## src/rtl/setup_menu_param_if.sv

```systemverilog
// Keypad/display bundle between the packet source, the setup menu and the lock core.
// The keypad side is the master; the setup block is the slave.
interface setup_menu_param_if #(
  parameter int NUM_CFG       = 8,
  parameter int FIELD_DIGITS  = 4,
  parameter int BUF_DIGITS    = 20,
  parameter int MASTER_DIGITS = 4
);
  logic                               setup_on;
  logic [MASTER_DIGITS*4-1:0]         master_pw;
  logic [BUF_DIGITS*4-1:0]            digitos_value;
  logic                               digitos_valid;
  logic                               display_en;
  logic [7:0]                         bcd_idx;
  logic [FIELD_DIGITS*4-1:0]          bcd_val;
  logic [NUM_CFG*FIELD_DIGITS*4-1:0]  data_setup_new;
  logic                               data_setup_ok;
  logic                               setup_err;

  modport master (
    output setup_on, master_pw, digitos_value, digitos_valid,
    input  display_en, bcd_idx, bcd_val, data_setup_new, data_setup_ok, setup_err
  );

  modport slave (
    input  setup_on, master_pw, digitos_value, digitos_valid,
    output display_en, bcd_idx, bcd_val, data_setup_new, data_setup_ok, setup_err
  );
endinterface

```

## src/rtl/setup_menu_param.sv

```systemverilog
// Password-gated editor for NUM_CFG BCD fields; the edited set is committed
// atomically to data_setup_new or discarded on cancel, timeout or auth failure.
module setup_menu_param #(
  parameter int NUM_CFG        = 8,
  parameter int FIELD_DIGITS   = 4,
  parameter int BUF_DIGITS     = 20,
  parameter int MASTER_DIGITS  = 4,
  parameter int MAX_TRIES      = 3,
  parameter int TIMEOUT_CYCLES = 5000,
  parameter logic [NUM_CFG*FIELD_DIGITS*4-1:0] DEFAULTS = '0
) (
  input  logic               clk,
  input  logic               rst_n,
  setup_menu_param_if.slave  bus
);

  localparam int FW = FIELD_DIGITS * 4;
  localparam int CW = NUM_CFG * FW;
  localparam int NW = $clog2(BUF_DIGITS + 1);
  localparam int IW = 7;
  localparam int TW = $clog2(TIMEOUT_CYCLES + 1);
  localparam int RW = $clog2(MAX_TRIES + 1);

  typedef enum logic [1:0] {
    S_IDLE   = 2'd0,
    S_AUTH   = 2'd1,
    S_EDIT   = 2'd2,
    S_COMMIT = 2'd3
  } state_t;

  state_t         r_state;
  logic [IW-1:0]  r_idx;
  logic [RW-1:0]  r_tries;
  logic [TW-1:0]  r_tmo;
  logic [CW-1:0]  r_work;
  logic [CW-1:0]  r_cfg;
  logic           r_display_en;
  logic [7:0]     r_bcd_idx;
  logic [FW-1:0]  r_bcd_val;
  logic           r_ok;
  logic           r_err;

  logic [3:0]             w_key;
  logic                   w_star;
  logic                   w_hash;
  logic [BUF_DIGITS-2:0]  w_nz;
  logic [NW-1:0]          w_n;
  logic                   w_run;
  logic [FW-1:0]          w_entry;
  logic                   w_pw_ok;
  logic                   w_timeout;
  logic                   w_too_long;
  logic                   w_last;
  logic [FW-1:0]          w_cur;

  function automatic logic [FW-1:0] field_of(input logic [CW-1:0] set, input int k);
    logic [FW-1:0] res;
    res = '0;
    if (k >= 0 && k < NUM_CFG) begin
      res = set[k*FW +: FW];
    end
    return res;
  endfunction

  function automatic logic [7:0] to_bcd(input int k);
    return {4'(k / 10), 4'(k % 10)};
  endfunction

  assign w_key  = bus.digitos_value[3:0];
  assign w_star = bus.digitos_valid && (w_key == 4'hA);
  assign w_hash = bus.digitos_valid && (w_key == 4'hB);

  // Nibbles above the key; the entry length is the run of non-empty ones.
  genvar gi;
  generate
    for (gi = 0; gi < BUF_DIGITS - 1; gi++) begin : g_nz
      assign w_nz[gi] = (bus.digitos_value[(gi+1)*4 +: 4] != 4'hF);
    end
  endgenerate

  always_comb begin
    w_n   = '0;
    w_run = 1'b1;
    for (int k = 0; k < BUF_DIGITS - 1; k++) begin
      if (w_run && w_nz[k]) begin
        w_n = w_n + 1'b1;
      end else begin
        w_run = 1'b0;
      end
    end
  end

  // Typed digits zero-extended to a full field; nibble 1 is the least-significant digit.
  generate
    for (gi = 0; gi < FIELD_DIGITS; gi++) begin : g_entry
      assign w_entry[gi*4 +: 4] = (NW'(gi) < w_n) ? bus.digitos_value[(gi+1)*4 +: 4] : 4'h0;
    end
  endgenerate

  assign w_pw_ok    = (w_n == NW'(MASTER_DIGITS)) &&
                      (bus.digitos_value[4 +: MASTER_DIGITS*4] == bus.master_pw);
  assign w_timeout  = !bus.digitos_valid && (r_tmo == TW'(TIMEOUT_CYCLES - 1));
  assign w_too_long = (w_n > NW'(FIELD_DIGITS));
  assign w_last     = (r_idx == IW'(NUM_CFG - 1));
  assign w_cur      = field_of(r_work, int'(r_idx));

  always_ff @(posedge clk or negedge rst_n) begin
    if (!rst_n) begin
      r_state      <= S_IDLE;
      r_idx        <= '0;
      r_tries      <= '0;
      r_tmo        <= '0;
      r_work       <= '0;
      r_cfg        <= DEFAULTS;
      r_display_en <= 1'b0;
      r_bcd_idx    <= 8'h00;
      r_bcd_val    <= '0;
      r_ok         <= 1'b0;
      r_err        <= 1'b0;
    end else begin
      r_ok  <= 1'b0;
      r_err <= 1'b0;
      case (r_state)
        S_IDLE: begin
          r_display_en <= 1'b0;
          r_bcd_idx    <= 8'h00;
          r_bcd_val    <= '0;
          if (bus.setup_on) begin
            r_state      <= S_AUTH;
            r_tries      <= '0;
            r_tmo        <= '0;
            r_work       <= r_cfg;
            r_display_en <= 1'b1;
          end
        end

        S_AUTH: begin
          r_tmo <= bus.digitos_valid ? '0 : r_tmo + 1'b1;
          if (w_star && w_pw_ok) begin
            r_state   <= S_EDIT;
            r_idx     <= '0;
            r_bcd_idx <= to_bcd(1);
            r_bcd_val <= field_of(r_work, 0);
          end else if (w_star) begin
            r_err <= 1'b1;
            if (r_tries == RW'(MAX_TRIES - 1)) begin
              r_state      <= S_IDLE;
              r_display_en <= 1'b0;
            end else begin
              r_tries <= r_tries + 1'b1;
            end
          end else if (w_hash || w_timeout) begin
            r_err        <= 1'b1;
            r_state      <= S_IDLE;
            r_display_en <= 1'b0;
          end
        end

        S_EDIT: begin
          r_tmo <= bus.digitos_valid ? '0 : r_tmo + 1'b1;
          if (w_star && w_too_long) begin
            r_err <= 1'b1;
          end else if (w_star) begin
            if (w_n != '0) begin
              r_work[int'(r_idx)*FW +: FW] <= w_entry;
            end
            if (w_last) begin
              r_state   <= S_COMMIT;
              r_bcd_val <= (w_n != '0) ? w_entry : w_cur;
            end else begin
              r_idx     <= r_idx + 1'b1;
              r_bcd_idx <= to_bcd(int'(r_idx) + 2);
              r_bcd_val <= field_of(r_work, int'(r_idx) + 1);
            end
          end else if (w_hash && (w_n == '0) && (r_idx != '0)) begin
            r_idx     <= r_idx - 1'b1;
            r_bcd_idx <= to_bcd(int'(r_idx));
            r_bcd_val <= field_of(r_work, int'(r_idx) - 1);
          end else if ((w_hash && (w_n == '0)) || w_timeout) begin
            // Cancel at the first field, or inactivity: the working copy is simply abandoned.
            r_err        <= 1'b1;
            r_state      <= S_IDLE;
            r_display_en <= 1'b0;
            r_bcd_idx    <= 8'h00;
            r_bcd_val    <= '0;
          end
        end

        S_COMMIT: begin
          r_cfg        <= r_work;
          r_ok         <= 1'b1;
          r_state      <= S_IDLE;
          r_display_en <= 1'b0;
          r_bcd_idx    <= 8'h00;
          r_bcd_val    <= '0;
        end

        default: begin
          r_state      <= S_IDLE;
          r_display_en <= 1'b0;
        end
      endcase
    end
  end

  assign bus.display_en     = r_display_en;
  assign bus.bcd_idx        = r_bcd_idx;
  assign bus.bcd_val        = r_bcd_val;
  assign bus.data_setup_new = r_cfg;
  assign bus.data_setup_ok  = r_ok;
  assign bus.setup_err      = r_err;

endmodule

```

## src/flat_wrapper.sv

```systemverilog
// flat-port wrapper written by rule: the top's interface ports become plain ports
module setup_menu_param_flat 
#(
  parameter int NUM_CFG        = 8,
  parameter int FIELD_DIGITS   = 4,
  parameter int BUF_DIGITS     = 20,
  parameter int MASTER_DIGITS  = 4,
  parameter int MAX_TRIES      = 3,
  parameter int TIMEOUT_CYCLES = 5000,
  parameter logic [NUM_CFG*FIELD_DIGITS*4-1:0] DEFAULTS = '0
)
  (clk, rst_n, bus_setup_on, bus_master_pw, bus_digitos_value, bus_digitos_valid, bus_display_en, bus_bcd_idx, bus_bcd_val, bus_data_setup_new, bus_data_setup_ok, bus_setup_err);
  setup_menu_param_if #(.NUM_CFG(NUM_CFG), .FIELD_DIGITS(FIELD_DIGITS), .BUF_DIGITS(BUF_DIGITS), .MASTER_DIGITS(MASTER_DIGITS)) bus_i ();
  input  logic clk;
  input  logic rst_n;
  input wire logic [$bits(bus_i.setup_on)-1:0] bus_setup_on;
  input wire logic [$bits(bus_i.master_pw)-1:0] bus_master_pw;
  input wire logic [$bits(bus_i.digitos_value)-1:0] bus_digitos_value;
  input wire logic [$bits(bus_i.digitos_valid)-1:0] bus_digitos_valid;
  output wire logic [$bits(bus_i.display_en)-1:0] bus_display_en;
  output wire logic [$bits(bus_i.bcd_idx)-1:0] bus_bcd_idx;
  output wire logic [$bits(bus_i.bcd_val)-1:0] bus_bcd_val;
  output wire logic [$bits(bus_i.data_setup_new)-1:0] bus_data_setup_new;
  output wire logic [$bits(bus_i.data_setup_ok)-1:0] bus_data_setup_ok;
  output wire logic [$bits(bus_i.setup_err)-1:0] bus_setup_err;
  assign bus_i.setup_on = bus_setup_on;
  assign bus_i.master_pw = bus_master_pw;
  assign bus_i.digitos_value = bus_digitos_value;
  assign bus_i.digitos_valid = bus_digitos_valid;
  assign bus_display_en = bus_i.display_en;
  assign bus_bcd_idx = bus_i.bcd_idx;
  assign bus_bcd_val = bus_i.bcd_val;
  assign bus_data_setup_new = bus_i.data_setup_new;
  assign bus_data_setup_ok = bus_i.data_setup_ok;
  assign bus_setup_err = bus_i.setup_err;
  setup_menu_param #(.NUM_CFG(NUM_CFG), .FIELD_DIGITS(FIELD_DIGITS), .BUF_DIGITS(BUF_DIGITS), .MASTER_DIGITS(MASTER_DIGITS), .MAX_TRIES(MAX_TRIES), .TIMEOUT_CYCLES(TIMEOUT_CYCLES), .DEFAULTS(DEFAULTS)) u_core (.clk(clk), .rst_n(rst_n), .bus(bus_i));
endmodule
```

## config.mk

```make
export PLATFORM = sky130hd
export DESIGN_NAME = setup_menu_param_flat
export DESIGN_NICKNAME = d
export VERILOG_FILES = /design/src/rtl/setup_menu_param_if.sv /design/src/rtl/setup_menu_param.sv /design/src/flat_wrapper.sv
export SDC_FILE = /design/constraint.sdc
export NUM_CORES = 1
export LEC_CHECK = 0
export BUFFER_PORTS_ARGS = -buffer_cell sky130_fd_sc_hd__buf_2
export CAP_MARGIN = 20
export CORE_MARGIN = 3
export CORE_UTILIZATION = 40
export DETAILED_ROUTE_END_ITERATION = 10
export GPL_TIMING_DRIVEN = 0
export SYNTH_ARGS = -nofsm -noshare
export SYNTH_HDL_FRONTEND = slang
export SYNTH_SLANG_ARGS = --single-unit
```

## constraint.sdc

```tcl
create_clock -name clk -period 6.49 [get_ports clk]
set_input_delay 0.649 -clock clk [delete_from_list [all_inputs] [get_ports clk]]
set_output_delay 0.649 -clock clk [all_outputs]
set_load 0.01 [all_outputs]
```

Word-level counts from Yosys, hierarchy flattened
Index checks and enable logic that the tools add are counted.
W data, S select, Z words.
- $add $sub $neg: 26
- divide/modulo/power cells: 4
- order comparisons: 10
- eq/ne operators: 50
- shift operators: 5
- multiplexer cells: 109
- reductions and logical operators: 49
- operators by type and width (cell ; count):
    $mux W128 ; 4
    $pmux W128 S2 ; 1
    $shiftx A128 B32 Y16 ; 2
    $mux W16 ; 10
    $bwmux W128 ; 1
    $shift A16 B33 Y128 const A ; 1
    $shiftx A128 B12 Y16 ; 1
    $shiftx A16 B33 Y128 ; 1
    $add A5 B1 Y5 const B ; 18
    $mux W5 ; 18
    $ne A4 B4 Y1 const B ; 20
    $ge A32 B1 Y1 const B ; 2
    $lt A32 B5 Y1 const B ; 2
    $mux W8 ; 6
    $pmux W16 S3 ; 1
    $mux W1 ; 36
    $mux W7 ; 5
    $neg A11 Y33 ; 1
    $div A32 B5 Y32 const B ; 1
    $div A8 B5 Y32 const B ; 1
    $mod A32 B5 Y32 const B ; 1
    $mod A8 B5 Y32 const B ; 1
    $logic_and A1 B1 Y1 ; 28
    $mux W2 ; 14
    other kinds (46) ; 77
- flip-flop bits (word level): 307
- bits of input ports: 100
- output and inout port bits: 155

Logic depth before layout (Yosys ltp)
- word-level depth: 46
- mapped depth: 62
- gate-level depth less buffers: 61

Worst setup path before layout
Ideal clock, no wire load.
- path type: input to register
- start point: input port bus_digitos_value[8]
- end point: register u_core.r_work[65]
- library setup time: 125 ps
- arrival: 11968 ps
- required time: 6365 ps
- path slack: -5603 ps
- cell stages on the path: 62
- path through: nand4_1 nor2b_1 nor2_1 ha_1 nor2_1 nor2_1 ha_1 mux2_2 o21a_1 ha_1 nand2_1 nand2_1 ha_1 a21boi_0 o21ai_0 ha_1 mux2_2 ha_1 [26 not listed] nand2_1 ha_1 mux2i_1 a21oi_1 ha_1 nand2_1 xnor2_1 nand2_1 xor2_1 nor2_1 xor2_1 nand2_1 and3_1 a21o_1 buf_6 nand3_4 buf_2 mux2_2
- cells in the longest elaborated chain, start to end: 45
- RTL lines (element ; RTL line ; source):
    from (decl) ; flat_wrapper.sv:18 ; input wire logic [$bits(bus_i.digitos_value)-1:0] bus_digitos_value;
    $ne A4 B4 Y1 ; setup_menu_param.sv:77 ; assign w_nz[gi] = (bus.digitos_value[(gi+1)*4 +: 4] != 4'hF);
    $logic_and A1 B1 Y1 ; setup_menu_param.sv:85 ; if (w_run && w_nz[k]) begin
    $mux W5 or $mux W1 (tied branches) ; setup_menu_param.sv:85 ;
    $add A5 B1 Y5 or $logic_and A1 B1 Y1 (tied branches) ; setup_menu_param.sv:86, setup_menu_param.sv:85 ;
    $mux W5 or $mux W1 (tied branches) ; setup_menu_param.sv:85 ;
    $add A5 B1 Y5 or $logic_and A1 B1 Y1 (tied branches) ; setup_menu_param.sv:86, setup_menu_param.sv:85 ;
    $mux W5 or $mux W1 (tied branches) ; setup_menu_param.sv:85 ;
    $add A5 B1 Y5 or $logic_and A1 B1 Y1 (tied branches) ; setup_menu_param.sv:86, setup_menu_param.sv:85 ;
    [29 not listed] ; n/a ;
    $lt A1 B5 Y1 or $lt A2 B5 Y1 (tied branches) ; setup_menu_param.sv:96 ; assign w_entry[gi*4 +: 4] = (NW'(gi) < w_n) ? bus.digitos_value[(gi+1)*4 +: 4] : 4'h0;
    $mux W4 ; setup_menu_param.sv:96 ;
    $shiftx A16 B33 Y128 ; setup_menu_param.sv:165 ; r_work[int'(r_idx)*FW +: FW] <= w_entry;
    $bwmux W128 ; setup_menu_param.sv:165 ;
    $mux W128 ; setup_menu_param.sv:164 ; if (w_n != '0) begin
    $mux W128 ; setup_menu_param.sv:163 ; end else if (w_star) begin
    $mux W128 ; setup_menu_param.sv:161 ; if (w_star && w_too_long) begin
    $pmux W128 S2 ; setup_menu_param.sv:123 ; case (r_state)
    to (signal assigned) ; setup_menu_param.sv:132 ; r_work <= r_cfg;
    to (signal, indexed assignment) ; setup_menu_param.sv:165 ;
    to (decl) ; setup_menu_param.sv:35 ; logic [CW-1:0] r_work;
Several ways; a longest one is shown, not always the timed one. The select of a mux whose other input is x is not followed.
A chain may end at the register's enable or synchronous reset.

Worst setup path after layout
- start point: input port bus_digitos_value[11]
- end point: register u_core.r_bcd_idx[5], in the netlist u_core.bus.bcd_idx[5]
- cells in the longest elaborated chain, start to end: 44
- RTL lines (element ; RTL line ; source):
    $ne A4 B4 Y1 ; setup_menu_param.sv:77 ;
    $logic_and A1 B1 Y1 ; setup_menu_param.sv:85 ;
    $mux W5 or $mux W1 (tied branches) ; setup_menu_param.sv:85 ;
    $add A5 B1 Y5 or $logic_and A1 B1 Y1 (tied branches) ; setup_menu_param.sv:86, setup_menu_param.sv:85 ;
    $mux W5 or $mux W1 (tied branches) ; setup_menu_param.sv:85 ;
    $add A5 B1 Y5 or $logic_and A1 B1 Y1 (tied branches) ; setup_menu_param.sv:86, setup_menu_param.sv:85 ;
    $mux W5 or $mux W1 (tied branches) ; setup_menu_param.sv:85 ;
    $add A5 B1 Y5 or $logic_and A1 B1 Y1 (tied branches) ; setup_menu_param.sv:86, setup_menu_param.sv:85 ;
    [28 not listed] ; n/a ;
    $mux W5 ; setup_menu_param.sv:85 ;
    $logic_not A5 Y1 ; setup_menu_param.sv:175, setup_menu_param.sv:179 ;
    $logic_and A1 B1 Y1 ; setup_menu_param.sv:175, setup_menu_param.sv:179 ;
    $logic_and A1 B1 Y1 ; setup_menu_param.sv:175 ; end else if (w_hash && (w_n == '0) && (r_idx != '0)) begin
    $mux W8 ; setup_menu_param.sv:175 ;
    $mux W8 ; setup_menu_param.sv:163 ;
    $mux W8 ; setup_menu_param.sv:161 ;
    $pmux W8 S3 ; setup_menu_param.sv:123 ;
    to (signal assigned) ; setup_menu_param.sv:142 ; r_bcd_idx <= to_bcd(1);
    to (signal assigned) ; setup_menu_param.sv:172 ; r_bcd_idx <= to_bcd(int'(r_idx) + 2);
    to (signal assigned) ; setup_menu_param.sv:177 ; r_bcd_idx <= to_bcd(int'(r_idx));
    to (decl) ; setup_menu_param.sv:38 ; logic [7:0] r_bcd_idx;
Several ways; a longest one is shown, not always the timed one. The select of a mux whose other input is x is not followed.

==> reports/results.ini <==
[status]
status=finished, violations left
violations=DRC, setup timing

[timing]
finClkSkew_ns=0.0207
worstMarginPinSlew_ns=1.17
drv_slew=0
slew_headroom_pct=22.3
fmax_mhz=84.4
setup_viol=165
rsz0062_at_grt=yes
hold_viol_final=0
setup_ws_ns=-5.36
fin_crit_sh_pct=183
min_period_ns=11.85

[clock_tree]
holdBufCountCts=0
clockBufferDepth=3
cts.sinks=307
cts_buffers=37
htreeDepth=2
clkSlewWorstSetupHoldPaths_ns=0.06
cts_tree=built
root_buffer=clkbuf_16
clk_latency_ns=0.57

[drt]
dr.pass1.iters=11
drt_iter0_drc=2130
postRouteAntennaNets=0
vias_per_cell=6.34
via_count=20000
routedWlPerCell_um=26.8
drcViolationCount=1
drt-total-wl_um=84500

[global_routing]
grt_max_degree=118
antenna_found_initial=1
grt-ovfl-total=0
grt_pass1_wl_um=124000
grt_pass1_vias=19500
grt_use_total_pct=28.6

[setup_path]
cpPeakStageDelay_ns=0.37
worst-setup-path-type=input pin to register
cpMostUsedCell=ha_1
worst-path-max-fanout=5
endpoint_kind=register
crit_arrival_ns=12.29
cp-start-kind=input pin
slowest_stage=ha_1
required_ns=6.93

[floorplan]
num_rows=83
die_h_um=237
boundaryPins=255
start_util_pct=41.0
die_w_um=237
dieArea_sq_um=56100
core_sq_um=52000

[synthesis]
synth_ff_type=dfrtp_1
async_flop_share_pct=100
netlist_instances=2050
synth-edff-count=0
avgSynthCellArea_sq_um=10.4
ys_warn_count=0
yosysUniqueCellTypes=102
synth_nets=2191
synth_seq_area_share_pct=36.0
yosys_register_bits=307
syn_area_sq_um=21300

[place]
gp_congestion=0.942
dp_worst_setup_slack_ns=-6.85
portBuffers=254
place_hpwl_um=61600

[power_and_ir_drop]
p_switching_mw=3.14
swShare_pct=39.7
pwr_density_cell_nw_per_um2=287
vdd_drop_max_mv=0.382
seqPwrFrac_pct=25.5
power.leakage_nw=12.4
clkPwrFrac_pct=26.7
comb_power_share_pct=47.9
p_total_mw=7.92
intPower_mw=4.78

[layout]
layout.nets=2588
syn_to_final_growth_pct=29.3
diodes=0
drive_gt1_share_pct=38.4

[hold_path]
worstHoldPathType=input pin to asynchronous set/reset pin

[flow_run]
max-cap-violations=0

==> power by group through the flow <==
stage / clock [mW] / combinational (mW) / sequential, mW
after floorplan: 0 / 1.87 / 2.03
after global placement: 0 / 2.65 / 2.04
after detailed placement: 0 / 2.76 / 2.04
after CTS: 2.14 / 3.40 / 2.01
after global routing: 2.21 / 3.96 / 2.02
final: 2.11 / 3.79 / 2.02
==> layout make-up <==
type | instances | area [sq um]
Clock buffer | 52 | 1080
Inverter | 85 | 319
Clock inverter | 15 | 145
Multi-Input combinational cell | 1526 | 14300
Buffer | 132 | 708
Timing Repair Buffer | 358 | 2510
Fill cell | 4549 | 24500
Sequential cell | 307 | 7680
Tap cell | 680 | 851
==> metal layers <==
layer	wire, um	track usage [%]	vias up
li1	-	-	8664
met1	34900	38.5	10100
met2	37800	43.9	1049
met3	7780	7.02	228
met4	4040	12.5	2
met5	26	0	-
==> cell usage after synthesis, types with 23 or more instances <==
library cell	instances	area share [%]
a21oi_1	67	1.6
a22o_1	57	2.3
and3_1	25	0.73
clkbuf_1	94	1.7
dfrtp_1	307	36
ha_1	40	2.3
inv_1	83	1.5
mux2_1	44	2.3
mux2_2	200	11
mux2i_1	58	2.7
mux4_2	80	8.5
nand2_1	154	2.7
nand3_1	44	1.0
nand4_1	42	1.2
nor2_1	84	1.5
nor3_1	43	1.0
o211ai_1	23	0.81
o21ai_0	125	2.9
o22ai_1	53	1.6
o2bb2ai_1	31	1.3
xnor2_1	25	1.0
xor2_1	28	1.2
==> stage by stage <==
stage / TNS [ns] / hold WS, ns / util [%] / instance area [sq um] / cells
after global placement: -1375.19 / 0.481 / 46.3 / 24100 / 2984
final: -866.08 / 0.0532 / 53.0 / 27600 / 3155
after detailed placement: -1070.01 / 0.480 / 46.5 / 24200 / 2993
after global routing: -956.84 / 0.128 / 53.0 / 27600 / 3155
after CTS: -862.52 / 0.0939 / 51.2 / 26600 / 3127
after floorplan: -810.34 / 0.353 / - / 21900 / 2050
==> cell usage in the layout (no fill, tap or decap), drive strengths merged, types with 59 or more instances in the layout <==
| cell type | netlist | final |
|---|---|---|
| a21oi | 68 | 68 |
| buf | 38 | 393 |
| clkbuf | 94 | 149 |
| dfrtp | 307 | 307 |
| inv | 84 | 88 |
| mux2 | 244 | 244 |
| mux2i | 59 | 59 |
| mux4 | 80 | 80 |
| nand2 | 154 | 154 |
| nor2 | 86 | 86 |
| o21ai | 126 | 126 |
==> critical path: cells and delay by family <==
family	cells	cell delay (ns)
adder cells (fa/ha/maj)	16	4.36
AND/OR/NAND/NOR	23	2.63
multiplexers	8	1.92
AO/OA/AOI/OAI	11	1.75
XOR/XNOR	3	0.59
buffers and inverters	3	0.36
==> path summary, 6_finish.rpt <==
kind / from / end / slack, ns / depth (start not counted)
worst min-delay path: rst_n / u_core.bus.data_setup_new[95]$_DFFE_PN0P_ / 0.05 / 1
worst max-delay path: bus_digitos_value[11] / u_core.bus.bcd_idx[5]$_DFFE_PN0P_ / -5.36 / 64
max in group asynchronous: rst_n / u_core.bus.data_setup_new[7]$_DFFE_PN0P_ / 4.92 / 3
min in group clk: bus_setup_on / u_core.bus.display_en$_DFFE_PN0P_ / 0.37 / 3
worst max register to register: u_core.r_idx[1]$_DFFE_PN0P_ / u_core.bus.bcd_idx[1]$_DFFE_PN0P_ / -0.39 / 19
worst min register to register: u_core.r_tmo[12]$_DFFE_PN0P_ / u_core.r_tmo[12]$_DFFE_PN0P_ / 0.49 / 1
==> what timing repair did <==
action                     4_1_cts  5_1_grt
setup endpoints to repair      165      165
pin swaps                       64       82
setup buffers                   64       22
gates cloned                     3        4
gates resized for setup        116      135
==> flip-flops by register name (all words and copies together) (netlist names) <==
name	cells
u_core.bus.data_setup_new	128
u_core.r_work	128
u_core.bus.bcd_val	16
u_core.r_tmo	13
u_core.bus.bcd_idx	8
u_core.r_idx	7
u_core.r_state	2
u_core.r_tries	2
u_core.bus.data_setup_ok	1
u_core.bus.display_en	1
u_core.bus.setup_err	1
==> kinds of logic (layout without fill, tap and decap cells) <==
group | count (synthesis) | count (layout) | synth area share [%]
AO/OA/AOI/OAI | 525 | 525 | 17.4
buffers and inverters | 217 | 642 | 4.09
adder cells (fa/ha/maj) | 46 | 46 | 2.68
XOR/XNOR | 59 | 59 | 2.79
flip-flops | 307 | 307 | 36.0
multiplexers | 383 | 383 | 24.2
AND/OR/NAND/NOR | 513 | 513 | 12.8
Power figures use the tool's default switching activity.
